File: config.mk
export PLATFORM = sky130hd
export DESIGN_NAME = instr_encoder
export DESIGN_NICKNAME = d
export VERILOG_FILES = /design/src/rtl/instr_encoder.sv
export SDC_FILE = /design/constraint.sdc
export NUM_CORES = 1
export LEC_CHECK = 0
export CORE_ASPECT_RATIO = 0.7
export CORE_MARGIN = 2
export CORE_UTILIZATION = 55
export CTS_CLUSTER_SIZE = 10
export DETAILED_ROUTE_END_ITERATION = 8
export DONT_BUFFER_PORTS = 1
export PLACE_DENSITY_LB_ADDON = 0.08
export SYNTH_ARGS = -nofsm -noshare
export SYNTH_HDL_FRONTEND = slang
export SYNTH_SLANG_ARGS = --single-unit
File: constraint.sdc
create_clock -name clk -period 2.13 [get_ports clk]
set_input_delay 0.426 -clock clk [delete_from_list [all_inputs] [get_ports clk]]
set_output_delay 0.426 -clock clk [all_outputs]
set_load 0.1 [all_outputs]
File: src/rtl/instr_encoder.sv
// Encodes a decoded control bundle plus pre-packed operands into a 32-bit instruction word
// and streams it out with a write address through a one-entry valid/ready output register.
module instr_encoder #(
    parameter int ADDR_W = 8
) (
    input  logic              clk,
    input  logic              reset,
    input  logic              in_valid,
    output logic              in_ready,
    input  logic [3:0]        alu_op,
    input  logic [1:0]        alu_src,
    input  logic              jump,
    input  logic              beq,
    input  logic              bne,
    input  logic              data_read_en,
    input  logic              data_write_en,
    input  logic              mem_to_reg,
    input  logic              reg_write_en,
    input  logic [24:0]       operands,
    input  logic              addr_load,
    input  logic [ADDR_W-1:0] addr_in,
    output logic              out_valid,
    input  logic              out_ready,
    output logic [31:0]       out_instr,
    output logic [ADDR_W-1:0] out_addr,
    output logic              err_illegal,
    output logic [7:0]        err_count
);

    localparam int ROWS = 15;

    // Key layout: {alu_src, alu_op, mem_to_reg, reg_write_en, data_read_en, data_write_en, beq, bne, jump}
    localparam logic [12:0] ROW_KEY [ROWS] = '{
        {2'b00, 4'b0000, 7'b0100000},
        {2'b00, 4'b0001, 7'b0100000},
        {2'b00, 4'b0010, 7'b0100000},
        {2'b00, 4'b0011, 7'b0100000},
        {2'b00, 4'b0100, 7'b0100000},
        {2'b00, 4'b0101, 7'b0100000},
        {2'b00, 4'b0110, 7'b0100000},
        {2'b00, 4'b0111, 7'b0100000},
        {2'b01, 4'b0000, 7'b1110000},
        {2'b01, 4'b0000, 7'b0001000},
        {2'b00, 4'b0001, 7'b0000100},
        {2'b00, 4'b0001, 7'b0000010},
        {2'b00, 4'b0000, 7'b0000001},
        {2'b10, 4'b1000, 7'b0100000},
        {2'b10, 4'b1001, 7'b0100000}
    };

    localparam logic [6:0] ROW_OP [ROWS] = '{
        7'b0001011, 7'b0001111, 7'b0010011, 7'b0010111,
        7'b0011011, 7'b0011111, 7'b0100011, 7'b0100111,
        7'b0000011, 7'b0000111, 7'b0101111, 7'b0110011,
        7'b0110111, 7'b0111011, 7'b0111111
    };

    logic [12:0]       key;
    logic [ROWS-1:0]   row_hit;
    logic [6:0]        opcode;
    logic              legal;
    logic              accept;
    logic              stall;
    logic [ADDR_W-1:0] word_addr;

    logic              out_valid_reg;
    logic [31:0]       out_instr_reg;
    logic [ADDR_W-1:0] out_addr_reg;
    logic [ADDR_W-1:0] addr_reg;
    logic              err_illegal_reg;
    logic [7:0]        err_count_reg;

    assign key = {alu_src, alu_op, mem_to_reg, reg_write_en, data_read_en,
                  data_write_en, beq, bne, jump};

    genvar gi;
    generate
        for (gi = 0; gi < ROWS; gi++) begin : g_row
            assign row_hit[gi] = (key == ROW_KEY[gi]);
        end
    endgenerate

    // Rows are mutually exclusive, so OR-ing the hit rows yields the single matching opcode.
    always_comb begin
        opcode = '0;
        for (int i = 0; i < ROWS; i++) begin
            if (row_hit[i]) begin
                opcode = opcode | ROW_OP[i];
            end
        end
    end

    assign legal     = |row_hit;
    assign in_ready  = !out_valid_reg || out_ready;
    assign accept    = in_valid && in_ready;
    assign stall     = in_valid && !in_ready;
    assign word_addr = addr_load ? addr_in : addr_reg;

    always_ff @(posedge clk) begin
        if (reset) begin
            out_valid_reg   <= 1'b0;
            out_instr_reg   <= '0;
            out_addr_reg    <= '0;
            addr_reg        <= '0;
            err_illegal_reg <= 1'b0;
            err_count_reg   <= '0;
        end else begin
            err_illegal_reg <= accept && !legal;
            if (accept && !legal && (err_count_reg != 8'hFF)) begin
                err_count_reg <= err_count_reg + 8'd1;
            end
            if (accept && legal) begin
                out_valid_reg <= 1'b1;
                out_instr_reg <= {operands, opcode};
                out_addr_reg  <= word_addr;
                addr_reg      <= word_addr + ADDR_W'(1);
            end else begin
                if (out_ready) begin
                    out_valid_reg <= 1'b0;
                end
                // A stalled bundle must leave all state untouched, including the address.
                if (addr_load && !stall) begin
                    addr_reg <= addr_in;
                end
            end
        end
    end

    assign out_valid   = out_valid_reg;
    assign out_instr   = out_instr_reg;
    assign out_addr    = out_addr_reg;
    assign err_illegal = err_illegal_reg;
    assign err_count   = err_count_reg;

endmodule
Yosys cells after proc, flatten, opt, wreduce, memory -nomap -nowiden

Index checks and enable logic that the tools add are counted.

Bits in registers: 58
Latch bits: 0
Bits in writable memories: 0
ROM bits: 0
Output and inout bits: 51
Logic and storage cells: 58
Memories kept: 0

Add/sub/neg operators: 2
Multiply operators: 0
Divide/modulo/power cells: 0
$lt $le $gt $ge: 0
Equality and inequality tests: 16
Shift operators: 0
Muxes and demuxes: 20
Bitwise gates (word level): 0
Reductions and logical operators: 14

Operator list:

| cell                                            | count |
|---|---|
| == test 13 x 10 -> 1 bit, second input constant | 4 |
| two-way mux 6 bit                               | 7 |
| == test 13 x 8 -> 1 bit, second input constant  | 3 |
| == test 13 x 12 -> 1 bit, second input constant | 2 |
| == test 13 bit, second input constant           | 2 |
| == test 13 x 9 -> 1 bit, second input constant  | 2 |
| two-way mux 8 bit                               | 3 |
| two-way mux 5 bit                               | 4 |
| adder 8 x 1 -> 8 bit, second input constant     | 2 |
| OR reduction 15 bit                             | 1 |
| == test 13 x 1 -> 1 bit, second input constant  | 1 |
| == test 13 x 6 -> 1 bit, second input constant  | 1 |
| two-way mux 4 bit                               | 2 |
| inequality test 8 bit, second input constant    | 1 |
| logical AND 1 bit                               | 6 |
| logical NOT 1 bit                               | 4 |
| nonzero test 2 bit                              | 2 |
| two-way mux 3 bit                               | 1 |
| two-way mux 1 bit                               | 2 |
| two-way mux 2 bit                               | 1 |
| logical OR 1 bit                                | 1 |

Depth between registers and ports, before layout

Gate-level depths: netlist (run 1).

Word-level depth: 16
Gate-level depth with buffers: 9
Mapped depth without buffers: 7

Worst setup path before layout (run 1)

No wires, ideal clock.

Path kind: flip-flop to flip-flop
Start: reg out_valid_reg (netlist: out_valid)
End: reg addr_reg[3]
Library setup time: 0.145 ns
Data arrival time: 3.055 ns
Slack: -1.070 ns
Stages on the path, launching flop included: 6
Clock period less this slack: 3.200 ns
Path through: dfxtp_1 nand2b_1 o21ai_1 mux2_2 nor2_1 a211oi_2

Longest elaborated chain between the ends: 7
Elaborated cells on any way between the ends: 10
Classes of those cells: mux (1); reduce/logical (9)

RTL lines:

| item                                | line | source |
|---|---|---|
| from (decl)                         | 66   | `logic out_valid_reg;` |
| from (signal assigned)              | 101  | `out_valid_reg <= 1'b0;` |
| from (signal assigned)              | 113  | `out_valid_reg <= 1'b1;` |
| from (signal assigned)              | 119  | `out_valid_reg <= 1'b0;` |
| logical NOT 1 bit *                 | 94   | `assign in_ready = !out_valid_reg \|\| out_ready;` |
| logical OR 1 bit *                  | 94   |  |
| named net in_ready                  | 9    | `output logic in_ready,` |
| logical NOT 1 bit                   | 96   | `assign stall = in_valid && !in_ready;` |
| logical AND 1 bit                   | 96   |  |
| logical NOT 1 bit                   | 122  | `if (addr_load && !stall) begin` |
| logical AND 1 bit                   | 122  |  |
| nonzero test 2 bit (no source line) | -    |  |
| to (signal assigned)                | 116  | `addr_reg <= word_addr + ADDR_W'(1);` |
| to (signal assigned)                | 123  | `addr_reg <= addr_in;` |
| to (decl)                           | 69   | `logic [ADDR_W-1:0] addr_reg;` |

The timed path passes the listed nets; every way through them passes the cells marked *.
A chain may end at the register's enable or synchronous reset.

Worst setup path after layout (run 1)

Start: in alu_src[1]
End: reg addr_reg[2]

Longest elaborated chain between the ends: 4
Elaborated cells on any way between the ends: 19
Classes of those cells: eq/ne (15); mux (1); reduce/logical (3)

RTL lines:

| item                                                    | line | source |
|---|---|---|
| from (decl)                                             | 11   | `input logic [1:0] alu_src,` |
| == test 13 x 6 -> 1 bit (tied with other cells)         | 79   | `assign row_hit[gi] = (key == ROW_KEY[gi]);` |
| OR reduction 15 bit *                                   | 93   | `assign legal = \|row_hit;` |
| logical AND 1 bit *                                     | 112  | `if (accept && legal) begin` |
| two-way mux 8 bit or nonzero test 2 bit (tied branches) | -    |  |

Mark *: on every way between the ends. The rest lies on a longest branch, timed or not.

==> results of run 1 <==
report_power, final:
| group | internal [W] | total [W] | switching, W | leakage, nW |
|---|---|---|---|---|
| clock network | 0.000264 | 0.000607 | 0.000343 | 0.0434 |
| registers | 0.00106 | 0.00107 | 0.00000845 | 0.456 |
| logic | 0.0000692 | 0.000187 | 0.000118 | 0.838 |
metal layers:
| metal | wire length (um) | vias to the layer above |
|---|---|---|
| met3 | 584 | 5 |
| met2 | 2929 | 75 |
| met1 | 2851 | 1070 |
| met4 | 21 | 0 |
| met5 | 0 | - |
| li1 | - | 1163 |
kinds of logic (layout without fill, tap and decap cells):
family | count (synthesis) | after routing | synth area share
adder cells (fa/ha/maj) | 2 | 2 | 0.009202
other | 1 | 1 | 0.001379
XOR/XNOR | 11 | 11 | 0.03543
multiplexers | 20 | 20 | 0.07824
AO/OA/AOI/OAI | 59 | 59 | 0.1703
flip-flops | 56 | 56 | 0.4123
buffers and inverters | 25 | 79 | 0.04878
AND/OR/NAND/NOR | 133 | 133 | 0.2444
worst reg2reg max path, cell delays in order, from the launching register on:
cell	delay, ps
dfxtp_2	330
and3_1	190
and2_1	170
a41o_1	300
nor3_4	220
nand4_1	150
mux2_4	320
cell usage in the layout (no fill, tap or decap), drive strengths merged, types with 2 or more instances in the layout:
cell type,n
buf,64
nand2,60
dfxtp,56
a21oi,31
nor2,31
a211oi,16
mux2i,10
mux2,10
clkbuf,8
nor4,8
nor3,7
xnor2,6
inv,5
nand3,5
xor2,5
nand3b,4
or4,4
o21ai,3
and3,2
nor2b,2
and3b,2
ha,2
clkinvlp,2
or3b,2
a2111oi,2
stage by stage:
stage | cell area (sq um) | util | setup WS (ps)
5_1_grt | 3436 | 0.7185 | -74.02
6_report | 3436 | 0.7185 | 60.55
4_1_cts | 3327 | 0.6957 | 19.20
2_1_floorplan | 2760 | - | -86.23
3_3_place_gp | 3229 | 0.6753 | -198.7
3_5_place_dp | 3229 | 0.6753 | -293.7
repair_timing:
item	in CTS	in global routing
hold buffers	0	0
endpoints found under the setup margin	0	30
resized for setup	0	6
setup buffers	0	1
layout make-up:
| class | count | area [sq um] |
|---|---|---|
| clock buffer | 6 | 82.58 |
| clock inverter | 2 | 15.01 |
| inverter | 5 | 18.77 |
| timing repair buffer | 66 | 575.6 |
| fill | 384 | 1346 |
| multi-input combinational | 226 | 1528 |
| sequential | 56 | 1130 |
| tap | 69 | 86.33 |
worst max path at each step:
stage	to	from	slack, ps
3_3_place_gp	out_instr[2]	beq	-200
3_5_place_dp	addr_reg[2]	beq	-290
6_report	addr_reg[2]	alu_src[1]	60
2_1_floorplan	out_instr[19]	mem_to_reg	-90
5_1_grt	addr_reg[2]	alu_src[1]	-70
4_1_cts	out_instr[4]	beq	20
==> results by group, run 1 <==
Pwr
  • Overall Power: about 0.0019 W
  • Peak supply drop: around 0.00057 V
  • Pwr dens: approximately 540 nW/um^2
  • Pleak: roughly 1.3 nW

CTS
  • Number of H-tree levels: 2
  • Sink Count: 56
  • Max Buffers Root-to-Sink: 2
  • Inserted Clock Buffers: 5
  • CTS root buf: clkbuf_8
  • CTS tree: done
  • Clk slew on worst S/H paths: around 100 ps
  • Worst skew pair latency: roughly 300 ps

Worst setup path
  • CP top delay family: compound AO/OA/AOI/OAI gates
  • CP startpoint kind: input port
  • Critical-path cell list: or4_4 > a2111oi_4 > a21oi_1 > a31oi_4 > buf_12 > buf_12 > nor2_1 > a211oi_1
  • R2R setup slack: 340 ps
  • WP depth: 8
  • CP bufs+invs: 2
  • Req. time, crit path: roughly 2400 ps
  • Most frequent cell on the critical path: buf_12
  • R2R cell count: 6
  • Max stage delay cell, worst path: or4_4
  • Kind of critical path: in2reg
  • Critical Path End Type: flop
  • Slowest stage delay, CP: about 600 ps
  • Max Fanout on Critical Path: 10
  • Beginning of the worst register-to-register path: err_count[5]
  • Reg2reg end: err_count[5]
  • Crit path DAT: 2290 ps

Min path
  • WHS Endpoint: out_instr[1]
  • Worst hold path type: in2reg
  • Min-delay src: reset
  • Hold Path Depth: 1

Routing
  • Vias per cell: approximately 5.4
  • DRT antenna net count: 0
  • Routed WL: ~6.4 mm
  • DR DRC count: 0
  • Pre-Repair DR Iteration Count: 4
  • Routed via count: 2313
  • DR WL/cell: 14.85 um
  • Starting DRT DRC Count: roughly 150

Yosys
  • Area leader, netlist: dfxtp_1
  • Sequential element share of the synthesized area: 0.4123
  • Syn. warnings: 0
  • Top_reg_cell synth: dfxtp_1
  • Share of the synthesized area in the top cell type: 0.4123
  • Synthesized cell area: around 2700 sq um
  • Synth cell types: 46
  • Post-synth EDFFs: 0
  • Post-Synthesis Cells: ~310
  • Synth Register Bits: between 50 and 60
  • Post-synth ARST share: 0
  • Synth top cells by count: 60 x nand2_1, 56 x dfxtp_1, 31 x a21oi_1, 31 x nor2_1, 15 x a211oi_2
  • Count leader, synth: nand2_1
  • Syn Nets: 360
  • Mean area per synthesized cell: between 8 and 9 sq um
  • Top cells by area, synth: dfxtp_1 41%, nand2_1 8.3%, a211oi_2 6.9%, a21oi_1 5.7%, nor2_1 4.3%

GRT
  • Largest net degree at the start of global routing: just under 60
  • First-pass GRT wire length: a little under 10 mm
  • Gr ovfl total: 0
  • Most used routing layer: met2
  • Initial antenna violation count: 0
  • M1 GR Usage: 0.3048
  • Met3 Track Usage GR: 0.08851
  • Global routing usage on met2: 0.3134
  • GRT Resource Usage Total: 0.2140
  • Vias in the first global route: roughly 2100

Place
  • Routability Congestion: between 0.8 and 0.9
  • Placed Instances: about 420
  • DP HPWL: about 4.1 mm
  • IO Port Bufs: 0

STA
  • TNS Setup: 0 ps
  • Final setup skew: slightly above 9 ps
  • Rel. slew slack: 0.6397
  • Max Freq: just under 0.5 GHz
  • Shortest period the worst path allows: about 2100 ps
  • Final Setup Violations: 0
  • Hold_ws: 165.5 ps
  • Crit share post-route: 0.9716
  • Max-slew violation count: 0
  • Endpoints failing hold: 0
  • Worst-margin pin slew: 544.9 ps

Die
  • Die Wd: between 80 and 90 um
  • Core Footprint: ~4800 sq um
  • Die Ht: between 60 and 70 um
  • # rows: 21
  • DIE AREA: approximately 5500 sq um
  • Starting density of the core: 0.5686
  • I/O Pins: around 100

Finish
  • Area grow syn2layout: 26.37%
  • Share of cells above drive strength 1: 0.3435
  • Layout net count: 413
  • Antenna Cells: 0
  • Layout Cells excl Fill: 430
  • Max reg flops: 30

Outcome
  • Outcome: complete, no violations

Flow run
  • Max-cap violations: 0
No activity file was read; power rests on OpenSTA's default activity.
==> run 2: changes to the inputs <==
Clock period 2.13 ns to 2.2 ns, I/O delays scaled along.
==> results by group, run 2 (synthesis results as in run 1) <==
GRT
  • First-pass GRT wire length: 9.908 mm
  • Vias in the first global route: roughly 2200
  • Initial antenna violation count: 0
  • GRT Resource Usage Total: 0.2213
  • Gr ovfl total: 0
  • Largest net degree at the start of global routing: 59

Worst setup path
  • CP startpoint kind: input port
  • R2R cell count: 6
  • Kind of critical path: in2reg
  • R2R setup slack: ~400 ps
  • Max Fanout on Critical Path: 44
  • Critical Path End Type: flop
  • Crit path DAT: 2300 ps
  • Req. time, crit path: approximately 2400 ps

Place
  • Routability Congestion: 0.8387
  • DP HPWL: around 4.2 mm
  • IO Port Bufs: 0
  • Setup WS pre-CTS: -192.8 ps

Finish
  • Area of the multi-input gates: between 1000 and 1500 sq um
  • Fill count: between 300 and 400
  • Commonest non-fill, non-tap cell in the layout: buf_4
  • Final Util: 0.6975
  • Layout net count: 410
  • Area grow syn2layout: 22.69%
  • Share of cells above drive strength 1: 0.3296
  • Flip-flop and latch area: between 1000 and 1500 sq um
  • Max reg flops: 30
  • Most frequent cells in the layout: 61 x buf_4, 60 x nand2_1, 50 x dfxtp_1
  • Antenna Cells: 0

Die
  • Starting density of the core: 0.5686
  • DIE AREA: 5531 sq um
  • I/O Pins: 102
  • Core Footprint: approximately 4800 sq um
  • Die Wd: about 88 um
  • Die Ht: about 63 um
  • # rows: 21

STA
  • Min setup slack post-route: approximately 120 ps
  • Final setup skew: slightly above 9 ps
  • TNS Setup: 0 ps
  • Final Setup Violations: 0
  • Crit share post-route: 0.9446
  • Worst-margin pin slew: approximately 550 ps
  • Shortest period the worst path allows: around 2100 ps
  • Endpoints failing hold: 0
  • RSZ-0062 raised after global routing: false
  • Max-slew violation count: 0
  • Max Freq: roughly 0.48 GHz
  • Rel. slew slack: 0.6393

Min path
  • Worst hold path type: in2reg
  • Hold Path Depth: 1

Routing
  • Vias per cell: 5.300
  • Starting DRT DRC Count: between 100 and 150
  • Routed via count: between 2000 and 2500
  • DR WL/cell: ~14 um
  • Routed WL: 5.930 mm
  • DR DRC count: 0
  • DRT antenna net count: 0
  • Pre-Repair DR Iteration Count: 4

Pwr
  • Pleak: roughly 1.3 nW
  • Pwr dens: between 500 and 600 nW/um^2
  • Peak supply drop: between 0.0003 and 0.0004 V
  • Overall Power: roughly 0.0019 W

Flow run
  • Max-cap violations: 0

CTS
  • CTS root buf: clkbuf_8
  • Worst skew pair latency: 300 ps
  • Clk slew on worst S/H paths: 100 ps
  • Inserted Clock Buffers: 5
  • Number of H-tree levels: 2
  • Max Buffers Root-to-Sink: 2
  • CTS Hold Bufs: 0
  • Sink Count: between 50 and 60
  • CTS tree: done

Outcome
  • Outcome: complete, no violations
## run 2: report_power, final
group	internal (W)	switching, W
clock	0.000338	0.000320
sequential	0.00103	0.00000786
combinational	0.0000619	0.000109
total	0.00143	0.000437
## run 2: through the flow
stage	instances	area (sq um)	hold slack, ps
3_3_place_gp	419	3222	440.1
2_1_floorplan	307	2753	576.0
3_5_place_dp	419	3222	451.5
6_report	427	3336	181.7
5_1_grt	427	3336	163.7
4_1_cts	427	3329	178.7
## run 2: worst max-delay path: stages
cell,delay (ps)
or4_4,580
a2111oi_2,400
a21oi_1,130
a31oi_4,190
buf_12,250
nor2_1,90
a211oi_2,200
## run 2: timing repair
action	CTS	global route
resized for setup	0	1
buffers inserted	0	0
endpoints found under the setup margin	0	4
## run 2: area by class of cell
class                   count  share of cell area
clock buffers               6             0.02176
well taps                  69             0.02588
multi-input cells         226              0.4486
clock inverters             2             0.01050
inverters                   5            0.005626
repair buffers             63              0.1493
flip-flops and latches     56              0.3383
## run 2: worst paths after layout
| check | start | to |
|---|---|---|
| worst max-delay path | alu_src[1] | addr_reg[4] |
| worst min-delay path | reset | out_instr[1] |
| worst max register to register | err_count[5] | err_count[5] |
| worst min register to register | out_instr[1] | out_instr[1] |
## run 2: metal layers
metal,vias up,GRT usage,routed length [um]
met5,-,0,0
met4,0,0.04545,31
met3,4,0.07662,526
met2,64,0.3570,2740
met1,1036,0.2881,2632
li1,1159,-,-
==> run 3: changes to the inputs <==
Settings changed: CORE_UTILIZATION 55 to 56, SETUP_SLACK_MARGIN set to 0.3.
==> results by group, run 3 (synthesis results as in run 1) <==
Min path
  • Worst hold path type: in2reg
  • Hold Path Depth: 1

Worst setup path
  • Crit path from: mem_to_reg
  • R2R cell count: 6
  • Max Fanout on Critical Path: 5
  • Beginning of the worst register-to-register path: err_count[5]
  • Req. time, crit path: between 2000 and 2500 ps
  • Critical Path End Type: flop
  • Kind of critical path: in2reg
  • Reg2reg end: err_count[5]
  • R2R setup slack: roughly 310 ps
  • Crit path DAT: between 2000 and 2500 ps
  • CP endpoint: addr_reg[4]
  • CP startpoint kind: input port

Place
  • Placed Instances: 405
  • Setup WS pre-CTS: -226.2 ps
  • IO Port Bufs: 0
  • DP HPWL: around 4.3 mm
  • Routability Congestion: approximately 0.9
  • Placed inst area: around 3200 sq um

STA
  • RSZ-0062 raised after global routing: true
  • Min setup slack post-route: around 190 ps
  • Max Freq: ~0.5 GHz
  • Max-slew violation count: 0
  • Rel. slew slack: 0.6413
  • Worst-margin pin slew: 533.9 ps
  • Crit share post-route: 0.9125
  • Final setup skew: ~9 ps
  • Endpoints failing hold: 0
  • Final Setup Violations: 0
  • Shortest period the worst path allows: about 2000 ps

GRT
  • Most used routing layer: met2
  • M1 GR Usage: 0.3392
  • First-pass GRT wire length: ~11 mm
  • Initial antenna violation count: 0
  • Global routing usage on met2: 0.4290
  • Vias in the first global route: about 2400
  • Largest net degree at the start of global routing: 59
  • Gr ovfl total: 0
  • Met3 Track Usage GR: 0.07580
  • GRT Resource Usage Total: 0.2601

Finish
  • Antenna Cells: 0
  • Share of cells above drive strength 1: 0.4417
  • Layout net count: 421
  • Area grow syn2layout: 37.92%
  • Max reg flops: 30
  • Layout Cells excl Fill: about 430
  • Commonest non-fill, non-tap cell in the layout: buf_4
  • Most frequent cells in the layout: 61 x buf_4, 54 x nand2_1, 50 x dfxtp_1
  • Final Util: 0.7929
  • Finished Cell Area: 3750 sq um

Routing
  • Routed WL: approximately 7.2 mm
  • DR WL/cell: approximately 17 um
  • Vias per cell: between 5 and 6
  • Starting DRT DRC Count: about 120
  • Routed via count: approximately 2400
  • DR DRC count: 0
  • Pre-Repair DR Iteration Count: 4
  • DRT antenna net count: 0

Die
  • Die Wd: just under 90 um
  • Core Footprint: 4730 sq um
  • I/O Pins: a little over 100
  • # rows: 21
  • Die Ht: slightly above 60 um
  • Starting density of the core: 0.5749
  • DIE AREA: about 5400 sq um

CTS
  • Max Buffers Root-to-Sink: 2
  • Clk slew on worst S/H paths: approximately 110 ps
  • Sink Count: 56
  • Number of H-tree levels: 2
  • Worst skew pair latency: a little over 300 ps
  • CTS Hold Bufs: 0
  • CTS tree: done
  • Inserted Clock Buffers: 5
  • CTS root buf: clkbuf_8

Pwr
  • Pwr dens: around 500 nW/um^2
  • Pleak: about 1.5 nW
  • Peak supply drop: about 0.00038 V

Outcome
  • Outcome: complete, no violations

Flow run
  • Max-cap violations: 0
-- run 3: cell count changes in the layout (fill, tap and decap cells not counted), moves of 3 or more --
cell     delta
a21oi_2    +13
nor2_2      +3
nor2_1      -8
buf_16      +3
nand2_1     -6
nand2_4     +6
nor2_4      +5
buf_6       +5
a21oi_1    -13
-- run 3: critical path: stages --
cell and delay (ps):
or4_4 570, a2111oi_4 380, a21oi_2 90, a31oi_4 200, buf_6 170, clkbuf_16 160
nor2_4 30, a211oi_2 190
-- run 3: power by group --
part,total [W],switching [W],leakage [nW],internal (W)
combinational,0.000189,0.000119,0.985,0.0000707
clock,0.000696,0.000353,0.0583,0.000344
sequential,0.00104,0.00000927,0.456,0.00103
-- run 3: layer usage --
layer / share of wire / wire (um)
met5: 0 / 0
met4: 0.0073 / 53
met3: 0.066 / 475
met2: 0.50 / 3615
met1: 0.43 / 3099
-- run 3: cell type report --
class | instances | area [sq um]
repair buffers | 74 | 706.9
clock buffers | 5 | 68.82
fillers | 316 | 979.7
well taps | 57 | 71.32
clock inverters | 3 | 47.55
inverters | 5 | 18.77
multi-input cells | 226 | 1708
flip-flops and latches | 56 | 1129
-- run 3: how the worst min path moves through the flow --
stage	start	to	slack [ps]
2_1_floorplan	operands[4]	out_instr[11]	580
3_3_place_gp	out_instr[20]	out_instr[20]	430
3_5_place_dp	out_instr[26]	out_instr[26]	440
4_1_cts	reset	err_count[3]	170
5_1_grt	reset	err_count[3]	160
6_report	reset	err_count[3]	190
-- run 3: repair_timing --
action                                  in CTS  in global routing
buffers inserted                             8                  0
resized for setup                           20                 38
endpoints found under the setup margin      55                 54
endpoints found under the hold margin        0                  0
pin swaps                                    7                 21
gates cloned                                 3                  2
-- run 3: stage by stage --
| stage | hold WS (ps) | total power (W) | setup TNS (ps) |
|---|---|---|---|
| after floorplan | 576.0 | 0.001224 | -301.7 |
| after global placement | 433.1 | 0.001228 | -4388 |
| after detailed placement | 440.7 | 0.001232 | -7766 |
| after CTS | 172.0 | 0.001924 | 0 |
| after global routing | 159.4 | 0.001998 | 0 |
| final | 185.7 | 0.001923 | 0 |
